File: src/rtl/game_pkg.sv
// ============================================================================
// game_pkg : shared state encoding, default geometry/score limits and constants
// Revision : 1.0
// ============================================================================
`default_nettype none

package game_pkg;

  typedef enum logic [1:0] {
    ST_TITLE = 2'd0,
    ST_SERVE = 2'd1,
    ST_PLAY  = 2'd2,
    ST_WIN   = 2'd3
  } game_state_e;

  localparam int DEF_HOME_X       = 285;
  localparam int DEF_LEFT_LIMIT   = 160;
  localparam int DEF_RIGHT_LIMIT  = 430;
  localparam int DEF_WIN_SCORE    = 5;
  localparam int DEF_SERVE_FRAMES = 60;
  localparam int SPEED_SHIFT      = 5;
  localparam int TIMER_W          = 16;

endpackage

`default_nettype wire

File: src/rtl/serve_timer.sv
// ============================================================================
// serve_timer : loadable frame countdown; done flags the last frame of a serve
// Revision    : 1.0
// ============================================================================
`default_nettype none

module serve_timer
  import game_pkg::*;
#(
  parameter int WIDTH = TIMER_W
) (
  input  logic             clk,
  input  logic             reset,
  input  logic             clear,
  input  logic             load,
  input  logic [WIDTH-1:0] load_value,
  input  logic             tick,
  output logic             done
);

  logic [WIDTH-1:0] count_q;

  always_ff @(posedge clk or posedge reset) begin
    if (reset) begin
      count_q <= '0;
    end else if (clear) begin
      count_q <= '0;
    end else if (load) begin
      count_q <= load_value;
    end else if (tick && (count_q != '0)) begin
      count_q <= count_q - 1'b1;
    end
  end

  assign done = (count_q == WIDTH'(1));

endmodule

`default_nettype wire

File: src/rtl/game_sequencer.sv
// ============================================================================
// game_sequencer : title/serve/play/win sequencer for a one-ball pong match
// Revision       : 1.0
// ============================================================================
`default_nettype none

module game_sequencer
  import game_pkg::*;
#(
  parameter int HOME_X       = DEF_HOME_X,
  parameter int LEFT_LIMIT   = DEF_LEFT_LIMIT,
  parameter int RIGHT_LIMIT  = DEF_RIGHT_LIMIT,
  parameter int WIN_SCORE    = DEF_WIN_SCORE,
  parameter int SERVE_FRAMES = DEF_SERVE_FRAMES
) (
  input  logic       clk,
  input  logic       reset,
  input  logic       screenEnd,
  input  logic       startGame,
  input  logic       resetGame,
  input  logic       player,
  input  logic [7:0] moveSpeed,
  output logic [9:0] squareX,
  output logic [7:0] leftsc,
  output logic [7:0] rightsc,
  output logic [1:0] state,
  output logic       showTitle,
  output logic       winLeft,
  output logic       winRight,
  output logic       point
);

  localparam logic [9:0]  C_HOME  = 10'(HOME_X);
  localparam logic [10:0] C_LEFT  = 11'(LEFT_LIMIT);
  localparam logic [10:0] C_RIGHT = 11'(RIGHT_LIMIT);
  localparam logic [7:0]  C_WIN   = 8'(WIN_SCORE);
  // A zero-length serve still spends one frame in SERVE.
  localparam logic [TIMER_W-1:0] C_SERVE_LOAD =
    (SERVE_FRAMES == 0) ? TIMER_W'(1) : TIMER_W'(SERVE_FRAMES);

  game_state_e state_q, state_n;
  logic [9:0]  x_q, x_n;
  logic [7:0]  left_q, left_n, right_q, right_n;
  logic        point_q, point_n;
  logic        title_q, title_n;
  logic        winl_q, winl_n, winr_q, winr_n;
  logic        timer_load, timer_tick, timer_done;
  logic [7:0]  speed_shifted;
  logic [2:0]  step;
  logic [10:0] new_x;

  serve_timer #(.WIDTH(TIMER_W)) u_serve_timer (
    .clk        (clk),
    .reset      (reset),
    .clear      (resetGame),
    .load       (timer_load),
    .load_value (C_SERVE_LOAD),
    .tick       (timer_tick),
    .done       (timer_done)
  );

  assign speed_shifted = moveSpeed >> SPEED_SHIFT;
  assign step          = speed_shifted[2:0];
  assign new_x         = player ? ({1'b0, x_q} - {8'd0, step})
                                : ({1'b0, x_q} + {8'd0, step});

  always_comb begin
    state_n    = state_q;
    x_n        = x_q;
    left_n     = left_q;
    right_n    = right_q;
    point_n    = 1'b0;
    timer_load = 1'b0;
    timer_tick = 1'b0;

    if (resetGame) begin
      state_n = ST_TITLE;
      x_n     = C_HOME;
      left_n  = 8'd0;
      right_n = 8'd0;
    end else if (screenEnd) begin
      case (state_q)
        ST_TITLE: begin
          if (startGame) begin
            state_n    = ST_SERVE;
            timer_load = 1'b1;
            x_n        = C_HOME;
          end
        end
        ST_SERVE: begin
          x_n = C_HOME;
          if (!startGame) begin
            state_n = ST_TITLE;
          end else begin
            timer_tick = 1'b1;
            if (timer_done) state_n = ST_PLAY;
          end
        end
        ST_PLAY: begin
          if (!startGame) begin
            state_n = ST_TITLE;
            x_n     = C_HOME;
          end else if (new_x < C_LEFT) begin
            x_n = C_HOME;
            if (right_q < C_WIN) begin
              right_n = right_q + 8'd1;
              point_n = 1'b1;
            end
            if (right_n == C_WIN) begin
              state_n = ST_WIN;
            end else begin
              state_n    = ST_SERVE;
              timer_load = 1'b1;
            end
          end else if (new_x > C_RIGHT) begin
            x_n = C_HOME;
            if (left_q < C_WIN) begin
              left_n  = left_q + 8'd1;
              point_n = 1'b1;
            end
            if (left_n == C_WIN) begin
              state_n = ST_WIN;
            end else begin
              state_n    = ST_SERVE;
              timer_load = 1'b1;
            end
          end else begin
            x_n = new_x[9:0];
          end
        end
        default: begin
          x_n = C_HOME;
        end
      endcase
    end

    // Overlay flags are derived from next-state values so they stay registered.
    title_n = (state_n == ST_TITLE);
    winl_n  = (state_n == ST_WIN) && (left_n == C_WIN);
    winr_n  = (state_n == ST_WIN) && (right_n == C_WIN);
  end

  always_ff @(posedge clk or posedge reset) begin
    if (reset) begin
      state_q <= ST_TITLE;
      x_q     <= C_HOME;
      left_q  <= 8'd0;
      right_q <= 8'd0;
      point_q <= 1'b0;
      title_q <= 1'b1;
      winl_q  <= 1'b0;
      winr_q  <= 1'b0;
    end else begin
      state_q <= state_n;
      x_q     <= x_n;
      left_q  <= left_n;
      right_q <= right_n;
      point_q <= point_n;
      title_q <= title_n;
      winl_q  <= winl_n;
      winr_q  <= winr_n;
    end
  end

  assign state     = state_q;
  assign squareX   = x_q;
  assign leftsc    = left_q;
  assign rightsc   = right_q;
  assign point     = point_q;
  assign showTitle = title_q;
  assign winLeft   = winl_q;
  assign winRight  = winr_q;

endmodule

`default_nettype wire

File: config.mk
export PLATFORM = sky130hd
export DESIGN_NAME = game_sequencer
export DESIGN_NICKNAME = d
export VERILOG_FILES = /design/src/rtl/game_pkg.sv /design/src/rtl/serve_timer.sv /design/src/rtl/game_sequencer.sv
export SDC_FILE = /design/constraint.sdc
export NUM_CORES = 1
export LEC_CHECK = 0
export ABC_AREA = 1
export ABC_CLOCK_PERIOD_IN_PS = 3400
export CAP_MARGIN = 25
export CORE_MARGIN = 2
export CORE_UTILIZATION = 55
export DETAILED_ROUTE_END_ITERATION = 10
export GPL_TIMING_DRIVEN = 0
export PLACE_DENSITY = 0.8
export SYNTH_ARGS = -nofsm -noshare
export SYNTH_HDL_FRONTEND = slang
export SYNTH_SLANG_ARGS = --single-unit
File: constraint.sdc
create_clock -name clk -period 3.4 [get_ports clk]
set_input_delay 0.68 -clock clk [delete_from_list [all_inputs] [get_ports clk]]
set_output_delay 0.68 -clock clk [all_outputs]
set_load 0.05 [all_outputs]
==> results of run 1 <==
==> worst min-delay path, stage by stage (launching register included) <==
cell and delay (ns):
sky130_fd_sc_hd__dfrtp_1 0.36, sky130_fd_sc_hd__inv_1 0.05, sky130_fd_sc_hd__nor2_1 0.07
==> cells by family after synthesis <==
kind of cell / after synthesis / share of synthesized area [%]
adder cells (fa/ha/maj): 19 / 7.14
AO/OA/AOI/OAI: 40 / 7.47
AND/OR/NAND/NOR: 280 / 37.1
flip-flops: 48 / 35.2
XOR/XNOR: 10 / 2.55
buffers and inverters: 92 / 10.5
==> layout make-up <==
| class | count | area share [%] |
|---|---|---|
| flip-flops and latches | 48 | 27.6 |
| clock inverters | 3 | 0.428 |
| multi-input cells | 349 | 47.4 |
| clock buffers | 5 | 1.57 |
| well taps | 75 | 2.14 |
| repair buffers | 53 | 12.5 |
| inverters | 88 | 7.65 |
| plain buffers | 4 | 0.799 |
==> metal layers <==
layer / vias up / GRT usage (%) / wire length, um
met4: 0 / 5.96 / 131
li1: 1664 / - / -
met1: 1572 / 30.6 / 3570
met5: - / 0 / 0
met2: 103 / 44.5 / 4420
met3: 15 / 3.38 / 379
==> what timing repair did <==
item,4_1_cts,5_1_grt
cloned,1,0
pin swaps,13,23
buffers inserted,6,5
hold buffers,0,0
resized for setup,34,39
endpoints found under the setup margin,30,22
==> worst min-delay path by stage <==
stage,slack (ns),to,start,cells after the start
finish,0.52,leftsc[6],leftsc[6],2
global route,0.54,squareX[0],squareX[0],2
CTS,0.52,leftsc[6],leftsc[6],2
detailed placement,0.50,leftsc[5],leftsc[5],2
global placement,0.49,leftsc[6],leftsc[6],2
floorplan,0.48,u_serve_timer.count_q[14],u_serve_timer.count_q[14],2
==> flip-flops by register name (all words and copies together), names as in the netlist, 2 cells and up <==
name / cells
leftsc: 8
rightsc: 8
squareX: 10
state: 2
u_serve_timer.count_q: 16
==> cells in the final DEF (no fill, tap or decap), types with 6 or more instances in the layout <==
master / Yosys / final
sky130_fd_sc_hd__dfstp_2: 6 / 6
sky130_fd_sc_hd__ha_1: 18 / 11
sky130_fd_sc_hd__inv_1: 83 / 78
sky130_fd_sc_hd__clkdlybuf4s50_1: 0 / 37
sky130_fd_sc_hd__nor2_1: 57 / 50
sky130_fd_sc_hd__nand4_1: 12 / 12
sky130_fd_sc_hd__nor2_2: 4 / 9
sky130_fd_sc_hd__nor3_1: 11 / 11
sky130_fd_sc_hd__nand3_1: 42 / 37
sky130_fd_sc_hd__o21ai_0: 13 / 7
sky130_fd_sc_hd__nand2_1: 125 / 106
sky130_fd_sc_hd__o21ai_2: 6 / 8
sky130_fd_sc_hd__dfrtp_1: 42 / 42
sky130_fd_sc_hd__nand2_2: 11 / 28
sky130_fd_sc_hd__nand3_2: 6 / 10
sky130_fd_sc_hd__a21oi_1: 10 / 9
sky130_fd_sc_hd__buf_4: 1 / 8
sky130_fd_sc_hd__inv_2: 4 / 7
sky130_fd_sc_hd__xor2_1: 7 / 7
==> power by group through the flow <==
stage                     Combinational [mW]  Sequential, mW  Clock, mW
after global routing                   0.539           0.620      0.374
after global placement                 0.383           0.626          0
after detailed placement               0.402           0.627          0
after CTS                              0.440           0.616      0.345
final                                  0.481           0.618      0.337
after floorplan                        0.301           0.636          0
==> flow_summary_export.csv, run 1 <==
group,metric,value,unit
run_status,status,"complete, no violations",
synth,ys.flop_type,"sky130_fd_sc_hd__dfrtp_1",
synth,synth-warning-count,0,
setup_path,worst_path_largest_cell_delay,0.45,ns
power,power.static_leakage,2.22,nW
timing,timing.final.crit_share,95.9,%
synth,netlist_area,3430,um2
synth,netlist.top_cell.by_area,"sky130_fd_sc_hd__dfrtp_1",
synth,synth_fp_nets,522,
clock_network,tritoncts.num_buffers,5,
clock_network,cts_root_buffer,"sky130_fd_sc_hd__clkbuf_8",
clock_network,worst_setup_hold_path_clk_slew,0.09,ns
flow_run,max-cap-violations,0,
clock_network,htree_levels,2,
layout,drive_gt1_share,21.8,%
timing,worst_pin_slew,0.769,ns
placed_design,post_dp_cell_area,3950,um2
global_routing,global_route_wire_length_before_repair,14100,um
timing,maxSlewViolCount,0,
global_routing,number_of_global_route_vias_before_repair,3215,
layout,diodes,0,
global_routing,grt_start_max_net_pins,36,
synth,async_flop_share,100,%
layout,finish.utilization,73.2,%
die,row_count,28,
power,power_frac_seq,43.0,%
setup_path,path_depth,24,
global_routing,track_usage,24.5,%
timing,hold_violations,0,
layout,area.sequential,1210,um2
route,drt_first_pass_iters,4,
die,design.die.area,6890,um2
synth,synth.top_cell.area_share,30.6,%
setup_path,combined_buffer_and_inverter_count_along_the_critical_path,5,
layout,finish.cell_count_without_fillers,625,
setup_path,setup.reg_to_reg.worst_slack,0.51,ns
route,wire_per_inst,13.6,um
power,p_clk_share,23.5,%
die,start_util,57.3,%
setup_path,worst_r2r_startpoint,"squareX[0]",
global_routing,overflow_after_grt,0,
synth,yosysMostFrequentCell,"sky130_fd_sc_hd__nand2_1",
global_routing,grt_antenna_before_repair,0,
timing,post-route-worst-setup-slack,0.139,ns
placed_design,dp.cells,605,
layout,layout.nets,582,
timing,final_report_setup_violation_count,0,
setup_path,cp_max_fo,5,
power,power.share.switching,35.8,%
route,wl,8500,um
timing,timing_limited_maximum_frequency,0.307,GHz
timing,period_minus_slack,3.26,ns
synth,yosys_register_bits,48,
setup_path,reg2reg_depth,22,
layout,final_instance_area,4380,um2
power,p_int,0.922,mW
setup_path,critPathKind,"primary input to register",
setup_path,crit-reg2reg-capture,"u_serve_timer.count_q[5]",
setup_path,start_kind,"primary input",
clock_network,worst_skew_pair.late_latency,0.31,ns
route,post_route_drc,0,
synth,netlist-cell-type-count,36,
die,floorplan.die.width,83.0,um
clock_network,cts_num_sinks,48,
route,avg_vias_per_cell,5.37,
hold_path,min_path_type,"register to register",
layout,flow.area_growth_from_synthesis,27.7,%
die,ioPinCount,46,
timing,fin_tns_setup,0,ns
die,floorplan.die.height,83.0,um
clock_network,cts_tree,"yes",
power,vdd_drop_max,0.253,mV
setup_path,critical_path.slowest_cell,"sky130_fd_sc_hd__clkdlybuf4s50_1",
placed_design,hpwlAfterDp,6090,um
setup_path,timing.critical_path.to_type,"register",
power,combinationalPowerShare,33.5,%
timing,skew_final,0.00861,ns
layout,area_of_combinational_cells_with_multiple_inputs,2080,um2
power,post-layout-total-power,1.44,mW
setup_path,critical_path.most_common_cell,"sky130_fd_sc_hd__nand2_2",
setup_path,timing.critical_path.arrival,3.46,ns
placed_design,dp_worst_setup_slack,-0.634,ns
timing,slew_headroom,48.4,%
setup_path,cp-startpoint,"moveSpeed[7]",
setup_path,required,3.60,ns
setup_path,endpoint_of_the_most_critical_setup_path,"u_serve_timer.count_q[5]",
power,powerDensity,328,nW/um2
synth,synth-edff-count,0,
synth,share_of_synthesized_area_occupied_by_flip_flops_and_latches,35.2,%
clock_network,ctsLongestPathBuffers,2,
synth,ys_top_cells_by_count,"sky130_fd_sc_hd__nand2_1 (125), sky130_fd_sc_hd__inv_1 (83), sky130_fd_sc_hd__nor2_1 (57)",
setup_path,timing.critical_path.cells,"clkdlybuf4s50_1, inv_1, ha_2, nor2_4, inv_2, ha_4, nand2_2, inv_2, nand3_2, nand2_1, nand2_1, nand2_2, nand2_1, nand2_2, nand3_4, nor2_4, nand2_2, nand2_2, nand2_2, nand2_4, nand2_8, buf_12, nand3_2, nand2_1",
placed_design,gp_routability_congestion,0.900,
route,route.antenna.remaining_nets,0,
timing,worst_hold_slack,0.518,ns
synth,postSynthCellCount,489,
die,core_region_area,5990,um2
synth,avgSynthCellArea,7.02,um2
route,dr_total_vias,3354,
setup_path,cp_top_family,"simple AND/OR/NAND/NOR gates",
placed_design,port-buffer-count,40,
synth,post_synth_main_area_contributors,"sky130_fd_sc_hd__dfrtp_1 (31%), sky130_fd_sc_hd__nand2_1 (14%), sky130_fd_sc_hd__inv_1 (9.1%)",
power,p_sw,0.514,mW
layout,fillers,464,
route,detail_route.iter0.violations,196,
(Power assumes the default switching activity.)
==> run 2: changes to the inputs <==
CTS_BUF_LIST = sky130_fd_sc_hd__clkbuf_4   (was default)
SLEW_MARGIN = 20   (was default)
==> run 2 against run 1 <==
Effect of this change:
- cell count rose by 0.16%
- critical path type unchanged
- clock power down 21%
- highest routed layer unchanged
- clock-buffer cell count is the same
- design area up 0.20%
- routed wire length increased by 0.81%
==> flow_summary_export.csv, run 2 (same netlist as run 1, synthesis figures left out) <==
group,metric,value,unit
run_status,status,"complete, no violations",
clock_network,post_cts_hold_buffer_count,0,
setup_path,setup.reg_to_reg.worst_slack,0.51,ns
hold_path,worstHoldEndpoint,"leftsc[6]",
die,core_region_area,5990,um2
die,row_count,28,
layout,layout.nets,583,
setup_path,timing.critical_path.to_type,"register",
die,floorplan.die.width,83.0,um
power,vdd_drop_max,0.311,mV
setup_path,timing.critical_path.arrival,3.53,ns
layout,fillers,458,
layout,area.sequential,1210,um2
placed_design,dp_worst_setup_slack,-0.634,ns
power,power.share.switching,37.5,%
layout,largest_reg_flops,16,
setup_path,critical_path.slowest_cell,"sky130_fd_sc_hd__clkdlybuf4s50_1",
setup_path,crit-reg2reg-capture,"winRight",
power,post-layout-total-power,1.38,mW
placed_design,gp_routability_congestion,0.900,
layout,flow.area_growth_from_synthesis,28.0,%
setup_path,combined_buffer_and_inverter_count_along_the_critical_path,6,
die,design.die.area,6890,um2
setup_path,worst_path_largest_cell_delay,0.45,ns
hold_path,min_path_type,"register to register",
global_routing,global_route_wire_length_before_repair,14200,um
clock_network,htree_levels,2,
layout,area_of_combinational_cells_with_multiple_inputs,2110,um2
route,route.antenna.remaining_nets,0,
setup_path,cp_top_family,"simple AND/OR/NAND/NOR gates",
route,post_route_drc,0,
die,ioPinCount,46,
clock_network,worst_skew_pair.late_latency,0.37,ns
setup_path,worst_r2r_startpoint,"squareX[0]",
route,drt_first_pass_iters,5,
setup_path,required,3.66,ns
route,wire_per_inst,13.7,um
clock_network,ctsLongestPathBuffers,2,
die,floorplan.die.height,83.0,um
route,dr_total_vias,3369,
route,detail_route.iter0.violations,199,
timing,post-route-worst-setup-slack,0.133,ns
timing,slew_headroom,48.3,%
timing,timing_limited_maximum_frequency,0.306,GHz
clock_network,tritoncts.num_buffers,5,
power,combinationalPowerShare,35.7,%
global_routing,number_of_global_route_vias_before_repair,3234,
setup_path,critical_path.most_common_cell,"sky130_fd_sc_hd__nand2_2",
global_routing,track_usage,24.5,%
global_routing,overflow_after_grt,0,
layout,diodes,0,
power,power_frac_seq,44.9,%
setup_path,start_kind,"primary input",
clock_network,cts_tree,"yes",
clock_network,cts_num_sinks,48,
timing,worst_pin_slew,0.769,ns
power,p_sw,0.516,mW
route,avg_vias_per_cell,5.38,
setup_path,critPathKind,"primary input to register",
timing,period_minus_slack,3.27,ns
flow_run,max-cap-violations,0,
clock_network,worst_setup_hold_path_clk_slew,0.14,ns
layout,layout_common_cells,"sky130_fd_sc_hd__nand2_1 (104), sky130_fd_sc_hd__inv_1 (79), sky130_fd_sc_hd__nor2_1 (51)",
power,powerDensity,314,nW/um2
clock_network,cts_root_buffer,"sky130_fd_sc_hd__clkbuf_4",
timing,timing.final.crit_share,96.1,%
power,power.static_leakage,2.23,nW
setup_path,timing.critical_path.cells,"clkdlybuf4s50_1, inv_1, ha_1, nor2_2, inv_2, ha_4, nand2_1, inv_1, a21oi_2, nand4_1, nand2_2, nand2_4, inv_4, nand2_4, nand2_2, nand2_2, nand2_2, nand2_2, nand2_4, nand2_8, buf_12, nand3_2, nand2_1",
timing,skew_final,0.0171,ns
placed_design,port-buffer-count,40,
global_routing,grt_antenna_before_repair,0,
layout,largest-register,"u_serve_timer.count_q",
hold_path,whs_path_depth,2,
timing,fin_tns_setup,0,ns
timing,final_report_setup_violation_count,0,
die,start_util,57.3,%
setup_path,reg2reg_depth,21,
hold_path,hold_start,"leftsc[6]",
timing,maxSlewViolCount,0,
layout,drive_gt1_share,22.3,%
global_routing,grt_start_max_net_pins,36,
layout,final_common_cell,"sky130_fd_sc_hd__nand2_1",
route,wl,8570,um
placed_design,hpwlAfterDp,6090,um
timing,hold_violations,0,
power,p_clk_share,19.4,%
setup_path,cp-startpoint,"moveSpeed[7]",
setup_path,cp_max_fo,5,
power,p_int,0.861,mW
==> run 2: changes by cell type in the layout (fill, tap and decap cells not counted), sizes merged <==
cell / previous run / this run
clkdlybuf4s15: 1 / 0
dlymetal6s2s: 1 / 2
buf: 15 / 16
==> run 2: worst max path at each step <==
stage                                endpoint  cells after the start
finish               u_serve_timer.count_q[5]                     23
global route         u_serve_timer.count_q[5]                     24
detailed placement   u_serve_timer.count_q[3]                     25
global placement     u_serve_timer.count_q[5]                     25
CTS                 u_serve_timer.count_q[12]                     24
floorplan            u_serve_timer.count_q[0]                     21
==> run 2: power groups by stage <==
stage          clock (mW)  sequential [mW]  combinational (mW)
2_1_floorplan           0            0.636               0.301
3_3_place_gp            0            0.626               0.383
3_5_place_dp            0            0.627               0.402
4_1_cts             0.275            0.617               0.442
5_1_grt             0.298            0.621               0.549
6_report            0.267            0.618               0.492
==> run 2: routing by layer <==
metal	vias up	part of all wire, %	GRT usage, %
met1	1581	42	30.6
met5	-	0	0
met2	108	52	44.7
li1	1668	-	-
met3	12	4.6	2.88
met4	0	1.3	6.71
==> run 2: final cells by class <==
cell class	count	area share (%)
Buffer	4	0.797
Clock buffer	5	0.854
Clock inverter	3	0.427
Inverter	88	7.63
Multi-Input combinational cell	349	48.0
Sequential cell	48	27.5
Tap cell	75	2.14
Timing Repair Buffer	54	12.6
==> run 2: tightest hold or removal path, cell delays in order (launching register included) <==
cell,delay [ns]
sky130_fd_sc_hd__dfrtp_1,0.41
sky130_fd_sc_hd__inv_1,0.07
sky130_fd_sc_hd__nor2_1,0.04
==> run 2: stage by stage <==
step / hold WS, ns / cell area [um2] / cells / utilization [%]
3_3_place_gp: 0.490 / 3930 / 604 / 65.6
5_1_grt: 0.545 / 4390 / 626 / 73.3
3_5_place_dp: 0.501 / 3950 / 605 / 65.9
4_1_cts: 0.531 / 4190 / 621 / 70.0
2_1_floorplan: 0.479 / 3430 / 489 / -
6_report: 0.526 / 4390 / 626 / 73.3
==> run 2: repair_timing <==
item	CTS	global route
setup endpoints to repair	25	35
pin swaps	10	26
gates cloned	1	0
resized for setup	32	44
setup buffers	7	5
==> run 3: changes to the inputs <==
ABC_CLOCK_PERIOD_IN_PS = default   (was 3400)
clock period = 3.5 ns   (was 3.4 ns; I/O delays follow)
==> run 3 against run 2 <==
Effect of this change:
- sequential share of layout area grew 0.67 points
- die area stayed put
- global-route usage down 0.32 points
- critical path type unchanged
- largest cell class unchanged
==> flow_summary_export.csv, run 3 (same netlist as run 1, synthesis figures left out) <==
group,metric,value,unit
route,dr_total_vias,3285,
global_routing,track_usage,24.2,%
layout,final_common_cell,"sky130_fd_sc_hd__nand2_1",
layout,diodes,0,
die,floorplan.die.height,83.0,um
timing,fin_tns_setup,0,ns
layout,layout_common_cells,"sky130_fd_sc_hd__nand2_1 (115), sky130_fd_sc_hd__inv_1 (79), sky130_fd_sc_hd__nor2_1 (53)",
setup_path,critical_path.most_common_cell,"sky130_fd_sc_hd__nand2_2",
placed_design,post_dp_cell_area,3950,um2
route,avg_vias_per_cell,5.26,
global_routing,global_route_wire_length_before_repair,14000,um
clock_network,worst_setup_hold_path_clk_slew,0.14,ns
flow_run,max-cap-violations,0,
layout,flow.area_growth_from_synthesis,24.9,%
layout,fillers,489,
setup_path,combined_buffer_and_inverter_count_along_the_critical_path,4,
clock_network,cts_root_buffer,"sky130_fd_sc_hd__clkbuf_4",
setup_path,timing.critical_path.to_type,"register",
timing,hold_violations,0,
run_status,status,"complete, no violations",
setup_path,critical_path.slowest_cell,"sky130_fd_sc_hd__fa_2",
setup_path,worst_path_largest_cell_delay,0.46,ns
timing,maxSlewViolCount,0,
setup_path,crit-reg2reg-capture,"u_serve_timer.count_q[3]",
global_routing,number_of_global_route_vias_before_repair,3212,
route,detail_route.iter0.violations,217,
setup_path,reg2reg_depth,22,
route,wire_per_inst,13.1,um
power,vdd_drop_max,0.345,mV
clock_network,cts_num_sinks,48,
layout,largest-register,"u_serve_timer.count_q",
setup_path,worst_r2r_startpoint,"squareX[0]",
timing,worst_hold_slack,0.527,ns
clock_network,post_cts_hold_buffer_count,0,
setup_path,critPathKind,"primary input to register",
timing,timing.final.crit_share,91.8,%
layout,largest_reg_flops,16,
clock_network,tritoncts.num_buffers,5,
die,core_region_area,5990,um2
clock_network,htree_levels,2,
setup_path,timing.critical_path.cells,"dlygate4sd2_1, inv_1, ha_2, inv_1, o21ai_2, fa_2, or2_2, nor2_1, nand3_1, nand2_1, nor2_1, nor2_1, nand2_2, nand2_4, nand2_2, nand2_2, nand2_2, nand2_2, nand2_4, nand2_8, buf_12, nand3_2, nand2_1",
layout,drive_gt1_share,18.8,%
global_routing,grt_start_max_net_pins,36,
clock_network,cts_tree,"yes",
placed_design,gp_routability_congestion,0.900,
timing,worst_pin_slew,0.763,ns
setup_path,required,3.81,ns
die,ioPinCount,46,
route,post_route_drc,0,
hold_path,min_path_type,"register to register",
timing,slew_headroom,48.7,%
setup_path,cp-startpoint,"moveSpeed[5]",
placed_design,port-buffer-count,40,
timing,period_minus_slack,3.21,ns
clock_network,ctsLongestPathBuffers,2,
setup_path,path_depth,23,
setup_path,setup.reg_to_reg.worst_slack,0.67,ns
setup_path,cp_top_family,"simple AND/OR/NAND/NOR gates",
layout,finish.utilization,71.6,%
layout,final_instance_area,4290,um2
timing,grt_setup_unrepaired,"no",
route,route.antenna.remaining_nets,0,
route,drt_first_pass_iters,4,
timing,skew_final,0.0185,ns
power,power.static_leakage,2.20,nW
power,powerDensity,305,nW/um2
setup_path,start_kind,"primary input",
setup_path,timing.critical_path.arrival,3.52,ns
timing,timing_limited_maximum_frequency,0.311,GHz
timing,final_report_setup_violation_count,0,
route,wl,8180,um
setup_path,cp_max_fo,5,
clock_network,worst_skew_pair.late_latency,0.37,ns
die,floorplan.die.width,83.0,um
layout,layout.nets,581,
setup_path,endpoint_of_the_most_critical_setup_path,"u_serve_timer.count_q[3]",
die,start_util,57.3,%
die,design.die.area,6890,um2
global_routing,grt_antenna_before_repair,0,
global_routing,overflow_after_grt,0,
die,row_count,28,
placed_design,hpwlAfterDp,6090,um
[run 3: final cells by class]
cell class | count | area (um2) | share of cell area, %
sequential | 48 | 1210 | 28.2
timing repair buffer | 52 | 534 | 12.5
clock buffer | 5 | 37.5 | 0.875
tap | 75 | 93.8 | 2.19
inverter | 88 | 335 | 7.82
clock inverter | 3 | 18.8 | 0.438
buffer | 4 | 35.0 | 0.817
multi-input combinational | 349 | 2030 | 47.2
[run 3: where the power goes]
part | switching (mW) | leakage (nW) | internal, mW | total (mW)
combinational | 0.274 | 1.52 | 0.175 | 0.449
sequential | 0.0247 | 0.643 | 0.575 | 0.600
clock | 0.181 | 0.0349 | 0.0776 | 0.259
total | 0.479 | 2.20 | 0.828 | 1.31
[run 3: worst min-delay path by stage]
stage	from	end	slack (ns)	cells past startpoint
final	leftsc[6]	leftsc[6]	0.53	2
after CTS	leftsc[6]	leftsc[6]	0.53	2
after global routing	squareX[0]	squareX[0]	0.54	2
after global placement	leftsc[6]	leftsc[6]	0.49	2
after floorplan	u_serve_timer.count_q[14]	u_serve_timer.count_q[14]	0.48	2
after detailed placement	leftsc[5]	leftsc[5]	0.50	2
[run 3: per-layer routing]
layer / part of all wire [%] / wire length [um] / vias to the layer above / global-route usage [%]
li1: - / - / 1658 / -
met1: 43 / 3530 / 1537 / 30.4
met2: 51 / 4200 / 79 / 44.1
met3: 4.3 / 354 / 11 / 2.78
met4: 1.2 / 101 / 0 / 6.11
met5: 0 / 0 / - / 0
[run 3: stage by stage]
step / power [mW] / std cells / worst slack (ns)
after floorplan: 0.911 / 489 / 0.310
after CTS: 1.28 / 619 / 0.0315
after global placement: 0.980 / 604 / -0.490
after global routing: 1.40 / 624 / 0.0589
after detailed placement: 0.999 / 605 / -0.554
final: 1.31 / 624 / 0.288
[run 3: repair_timing]
item	in CTS	in global routing
pin swaps	7	20
gates resized for setup	17	33
gates cloned	1	0
setup endpoints to repair	18	29
buffers inserted	5	5
[run 3: worst min-delay path, delay by kind of cell, from the launching register on]
family | cells | cell delay, ns
buf+inv | 1 | 0.07
flops | 1 | 0.41
simple gates | 1 | 0.04
